File: config.mk
export PLATFORM = sky130hd
export DESIGN_NAME = red_pitaya_iq_filter_cascade
export DESIGN_NICKNAME = d
export VERILOG_FILES = /design/src/rtl/red_pitaya_iq_filter_cascade.sv
export SDC_FILE = /design/constraint.sdc
export NUM_CORES = 2
export LEC_CHECK = 0
export BUFFER_PORTS_ARGS = -buffer_cell sky130_fd_sc_hd__buf_4
export CAP_MARGIN = 10
export CORE_MARGIN = 2
export CORE_UTILIZATION = 38
export DETAILED_ROUTE_END_ITERATION = 8
export SLEW_MARGIN = 20
export SYNTH_ARGS = -nofsm -noshare
export SYNTH_HDL_FRONTEND = slang
export SYNTH_SLANG_ARGS = --single-unit
File: constraint.sdc
create_clock -name clk_i -period 11.2 [get_ports clk_i]
set_input_delay 1.68 -clock clk_i [delete_from_list [all_inputs] [get_ports clk_i]]
set_output_delay 1.68 -clock clk_i [all_outputs]
set_load 0.005 [all_outputs]
File: src/rtl/red_pitaya_iq_filter_cascade.sv
`timescale 1ns/1ps
`default_nettype none
// ============================================================================
// Module   : red_pitaya_iq_filter_cascade
// Purpose  : Cascade of STAGES first-order IIR sections on the IQ demodulator
//            output path. Each section can run as low-pass, high-pass or
//            bypass. Coefficients and modes are taken atomically from the
//            alpha_i/mode_i inputs on a cfg_load_i strobe. Per-stage sticky
//            saturation flags report clipping.
//
// Ports    : clk_i       system clock
//            rstn_i      synchronous reset, active-low
//            alpha_i     signed alphas, stage k at [k*HIGHESTALPHABIT +: HIGHESTALPHABIT]
//            mode_i      stage k at [2k +: 2]: 00/11 bypass, 01 LPF, 10 HPF
//            cfg_load_i  one-cycle strobe: load alpha_i/mode_i as active
//            sat_clr_i   clear all sticky saturation flags
//            signal_i    signed input sample, one per clock
//            signal_o    signed filtered output (latency STAGES cycles)
//            sat_o       sticky saturation flag per stage
//
// Option   : `define IQ_FILTER_CASCADE_ROUND_EN for round-half-up LPF output
//            (with saturation on rounding overflow); default is truncation.
//
// Revision : 1.0  initial release
// ============================================================================
module red_pitaya_iq_filter_cascade #(
    parameter int STAGES          = 2,
    parameter int ALPHABITS       = 25,
    parameter int HIGHESTALPHABIT = 18,
    parameter int SIGBITS         = 14
) (
    input  logic                                clk_i,
    input  logic                                rstn_i,
    input  logic [STAGES*HIGHESTALPHABIT-1:0]   alpha_i,
    input  logic [2*STAGES-1:0]                 mode_i,
    input  logic                                cfg_load_i,
    input  logic                                sat_clr_i,
    input  logic signed [SIGBITS-1:0]           signal_i,
    output logic signed [SIGBITS-1:0]           signal_o,
    output logic [STAGES-1:0]                   sat_o
);

    // Accumulator, difference and product widths.
    localparam int c_YW = SIGBITS + ALPHABITS;
    localparam int c_DW = SIGBITS + 1;
    localparam int c_PW = c_DW + HIGHESTALPHABIT;

    localparam logic [1:0] c_MODE_LPF = 2'b01;
    localparam logic [1:0] c_MODE_HPF = 2'b10;

    localparam logic signed [SIGBITS-1:0] c_SAT_POS = {1'b0, {(SIGBITS-1){1'b1}}};
    localparam logic signed [SIGBITS-1:0] c_SAT_NEG = {1'b1, {(SIGBITS-1){1'b0}}};

    // Registered stage outputs and flags, packed so each stage drives only
    // its own slice.
    logic [STAGES*SIGBITS-1:0] w_out_bus;
    logic [STAGES-1:0]         w_sat_bus;

    generate
        for (genvar k = 0; k < STAGES; k++) begin : g_stage
            logic signed [SIGBITS-1:0]         w_x;
            logic signed [SIGBITS-1:0]         w_yout;
            logic signed [c_DW-1:0]            w_diff;
            logic signed [c_PW-1:0]            w_prod;
            logic signed [SIGBITS-1:0]         w_hpf;
            logic                              w_hpf_clip;
            logic signed [SIGBITS-1:0]         w_lpf;
            logic                              w_lpf_clip;
            logic signed [SIGBITS-1:0]         w_out_nxt;
            logic                              w_sat_evt;
            logic [1:0]                        w_mode_new;
            logic                              w_mode_chg;

            logic signed [c_YW-1:0]            r_y;
            logic signed [c_PW-1:0]            r_delta;
            logic signed [HIGHESTALPHABIT-1:0] r_alpha;
            logic [1:0]                        r_mode;
            logic signed [SIGBITS-1:0]         r_out;
            logic                              r_sat;

            if (k == 0) begin : g_in_first
                assign w_x = signal_i;
            end else begin : g_in_chain
                assign w_x = w_out_bus[(k-1)*SIGBITS +: SIGBITS];
            end

            assign w_yout = r_y[c_YW-1:ALPHABITS];
            // One extra bit so x - y_out can never wrap.
            assign w_diff = {w_x[SIGBITS-1], w_x} - {w_yout[SIGBITS-1], w_yout};
            assign w_prod = w_diff * r_alpha;

            // HPF output: clip diff to SIGBITS when its top two bits disagree.
            always_comb begin
                w_hpf      = w_diff[SIGBITS-1:0];
                w_hpf_clip = 1'b0;
                if (w_diff[SIGBITS:SIGBITS-1] == 2'b01) begin
                    w_hpf      = c_SAT_POS;
                    w_hpf_clip = 1'b1;
                end else if (w_diff[SIGBITS:SIGBITS-1] == 2'b10) begin
                    w_hpf      = c_SAT_NEG;
                    w_hpf_clip = 1'b1;
                end
            end

`ifdef IQ_FILTER_CASCADE_ROUND_EN
            // Round half-up: adding 2^(ALPHABITS-1) before truncation equals
            // adding the first bit below the output LSB to y_out. Only a
            // positive overflow is possible.
            logic signed [SIGBITS:0] w_lpf_sum;
            assign w_lpf_sum = {w_yout[SIGBITS-1], w_yout}
                             + {{SIGBITS{1'b0}}, r_y[ALPHABITS-1]};
            always_comb begin
                w_lpf      = w_lpf_sum[SIGBITS-1:0];
                w_lpf_clip = 1'b0;
                if (w_lpf_sum[SIGBITS:SIGBITS-1] == 2'b01) begin
                    w_lpf      = c_SAT_POS;
                    w_lpf_clip = 1'b1;
                end
            end
`else
            assign w_lpf      = w_yout;
            assign w_lpf_clip = 1'b0;
`endif

            // Bypass still passes through the output register so the
            // cascade latency is independent of the mode mix.
            always_comb begin
                w_out_nxt = w_x;
                w_sat_evt = 1'b0;
                case (r_mode)
                    c_MODE_LPF: begin
                        w_out_nxt = w_lpf;
                        w_sat_evt = w_lpf_clip;
                    end
                    c_MODE_HPF: begin
                        w_out_nxt = w_hpf;
                        w_sat_evt = w_hpf_clip;
                    end
                    default: ;
                endcase
            end

            assign w_mode_new = mode_i[2*k +: 2];
            assign w_mode_chg = cfg_load_i && (w_mode_new != r_mode);

            always_ff @(posedge clk_i) begin
                if (!rstn_i) begin
                    r_y     <= '0;
                    r_delta <= '0;
                    r_alpha <= '0;
                    r_mode  <= 2'b00;
                    r_out   <= '0;
                    r_sat   <= 1'b0;
                end else begin
                    // A mode switch restarts the section from zero; an
                    // alpha-only load leaves the accumulator untouched.
                    if (w_mode_chg) begin
                        r_y     <= '0;
                        r_delta <= '0;
                    end else begin
                        r_delta <= w_prod;
                        r_y     <= r_y + c_YW'(r_delta);
                    end
                    if (cfg_load_i) begin
                        r_alpha <= alpha_i[k*HIGHESTALPHABIT +: HIGHESTALPHABIT];
                        r_mode  <= w_mode_new;
                    end
                    r_out <= w_out_nxt;
                    // A new clip in the same cycle as a clear wins.
                    r_sat <= (r_sat & ~sat_clr_i) | w_sat_evt;
                end
            end

            assign w_out_bus[k*SIGBITS +: SIGBITS] = r_out;
            assign w_sat_bus[k]                    = r_sat;
        end
    endgenerate

    assign signal_o = w_out_bus[(STAGES-1)*SIGBITS +: SIGBITS];
    assign sat_o    = w_sat_bus;

endmodule
`default_nettype wire

==> summary.md <==
| Metric | Value |
|---|---|
| Largest net degree at the start of global routing | `65` |
| Mapped Avg Cell Area | `8.88 um2` |
| Routed len/inst | `16.6 um` |
| Fmax | `0.108 GHz` |
| Nets | `4381` |
| Clock skew | `34.8 ps` |
| CP max FO | `19` |
| Antenna violations before repair | `0` |
| Mapped Nets | `4357` |
| Worst Hold Class | `reg -> reg` |
| Area Overhead vs Synth | `9.20%` |
| Layer with the highest usage | `met2` |
| DRC viols | `0` |
| Finish-stage setup viols | `0` |
| Port bufs | `73` |
| Die Ht | `289 um` |
| First-pass GRT wire length | `124 mm` |
| H-tree depth | `1` |
| Max Root-Sink Buffers | `3` |
| Vias in the first global route | `23256` |
| Met3 usage | `2.09%` |
| Required @ worst endpoint | `11730 ps` |
| Final HPWL DP | `60.4 mm` |
| Vias | `22955` |
| Core area | `0.0805 mm2` |
| Post-CTS Hold Buffers | `0` |
| EDFF count, synth | `0` |
| Min Clock Period, post-route | `9230 ps` |
| Cells resized by post-CTS repair | `0` |
| Kind of end point of the critical path | `register` |
| Crit start category | `input port` |
| Clock Sinks | `214` |
| GRT met2 Usage | `30.2%` |
| Post-DRT Antenna Nets | `0` |
| Share of layout cells above drive strength 1 | `5.60%` |
| Netlist cell types | `74` |
| Initial Utilization | `38.4%` |
| Slew Limit Fails | `0` |
| Worst-path clk slew | `60 ps` |
| Worst path max stage delay | `550 ps` |
| Post-CTS Repair Setup Buffers | `0` |
| Setup TNS | `0 ps` |
| Synthesized netlist cell count | `3485` |
| Initial DRC Count | `1193` |
| Actual slew at the worst max-slew pin | `926 ps` |
| Crit path arrival time | `9760 ps` |
| Synth Register Bits | `214` |
| Cell at the slowest stage of the critical path | `fa_1` |
| Synth Warn # | `0` |
| Die Area | `0.0837 mm2` |
| Critical path's most frequent cell | `fa_1` |
| TritonCTS Buffers | `31` |
| Critical path class | `in -> reg` |
| GR Util met1 | `26.7%` |
| ANT cells | `0` |
| Most used DFF post-synth | `dfxtp_1` |
| Status | `finished clean` |
| Final Hold Vio Count | `0` |
| Via density | `5.00` |
| # Max-Cap Violations | `0` |
| Die width | `289 um` |
| IO Pins | `74` |
| Clock tree from TritonCTS | `yes` |
| Syn Std Cell Area | `0.0309 mm2` |
| All-layer global routing usage | `18.6%` |
| Placer's final routability congestion estimate | `0.879` |
| Register area share after synthesis | `13.8%` |
| RSZ-0062 raised after global routing | `no` |
| Slew Limit Headroom | `38.2%` |
| Post-Route WL | `76.1 mm` |
| Crit share post-route | `82.4%` |
| Root Driver | `clkbuf_16` |
| Row cnt | `104` |
| 1st-pass router iterations | `5` |
| Total gr overflow | `0` |
| Clock insertion delay at the later pin of the skew report | `620 ps` |
| Ys async rst share | `0%` |
final timing paths:
| kind | startpoint | to | cells after the start | slack (ps) |
|---|---|---|---|---|
| setup / recovery | signal_i[0] | g_stage[0].r_delta[32]$_SDFF_PP0_ | 35 | 1970 |
| hold / removal | g_stage[0].r_out[4]$_SDFF_PN0_ | signal_o[4]$_SDFF_PN0_ | 1 | 500 |
| setup reg to reg | g_stage[0].r_out[0]$_SDFF_PN0_ | g_stage[1].r_delta[31]$_SDFF_PP0_ | 34 | 2570 |
| hold reg to reg | g_stage[0].r_out[4]$_SDFF_PN0_ | signal_o[4]$_SDFF_PN0_ | 1 | 500 |
per-layer routing:
layer,vias to the layer above,share of wire [%]
li1,10944,-
met1,11439,47
met2,494,45
met3,78,5.2
met4,0,1.8
met5,-,0
through the flow:
step           utilization (%)  area [um2]  instances  worst slack [ps]  hold slack (ps)
4_1_cts                   42.0       33800       4594              2020              504
6_report                  42.0       33800       4594              1970              501
2_1_floorplan                -       30900       3485              2000              444
3_3_place_gp              40.5       32600       4536              1460              486
5_1_grt                   42.0       33800       4594              1510              530
3_5_place_dp              40.5       32600       4536              1400              483
layout make-up:
type | instances | area [um2]
fillers | 8100 | 46800
multi-input cells | 2514 | 23800
flip-flops and latches | 214 | 4280
inverters | 644 | 2420
well taps | 1060 | 1330
clock buffers | 37 | 848
repair buffers | 104 | 781
clock inverters | 21 | 300
cell usage in the layout, fill, tap and decap left out, types with 24 or more instances in the layout:
cell / n
inv_1: 641
fa_1: 526
nand2_1: 414
ha_1: 288
nor2_1: 248
dfxtp_1: 214
and2_1: 159
a21oi_1: 136
buf_4: 104
xnor2_1: 93
a21o_1: 66
o21ai_0: 62
xor2_1: 54
nor3_1: 48
mux2i_1: 43
nand2b_1: 38
nor2b_1: 37
clkbuf_16: 31
o21ai_1: 29
and3_1: 27
nand3_1: 24
registers in the layout (all words and copies together) (netlist names):
| signal | cells |
|---|---|
| g_stage.r_y | 78 |
| g_stage.r_delta | 66 |
| g_stage.r_alpha | 36 |
| g_stage.r_out | 14 |
| signal_o | 14 |
| g_stage.r_mode | 4 |
| g_stage.r_sat | 2 |
critical path: cells and delay by family:
kind,cells,cell delay (ps)
and+or+nand+nor,7,1360
adders and majority gates,9,3870
AOI/OAI and AO/OA,11,2030
xor gates and xnor gates,1,130
buffers and inverters,7,690
cell families (layout without fill, tap and decap cells):
kind of cell / after synthesis / in the layout / share of synthesized area, %
and+or+nand+nor: 1041 / 1041 / 15.5
adders and majority gates: 814 / 814 / 45.7
buffers and inverters: 757 / 806 / 9.21
AOI/OAI and AO/OA: 468 / 468 / 10.2
DFF: 214 / 214 / 13.8
xor gates and xnor gates: 148 / 148 / 4.19
muxes: 43 / 43 / 1.39
Yosys cell counts (29+ instances only):
cell	number	area (um2)
a21o_1	66	495
nor2_1	248	931
nor2b_1	37	231
mux2i_1	43	430
nor3_1	48	240
nand2_1	416	1560
nand2b_1	38	238
dfxtp_1	214	4280
o21ai_0	62	310
xnor2_1	94	823
clkbuf_1	106	398
a21oi_1	136	681
fa_1	526	10500
and2_1	159	995
ha_1	288	3600
o21ai_1	29	145
xor2_1	54	473
inv_1	641	2410
Power is left out: the tool's default activity adds up to more than one toggle a clock period on the data nets, which glitch-free logic cannot reach.
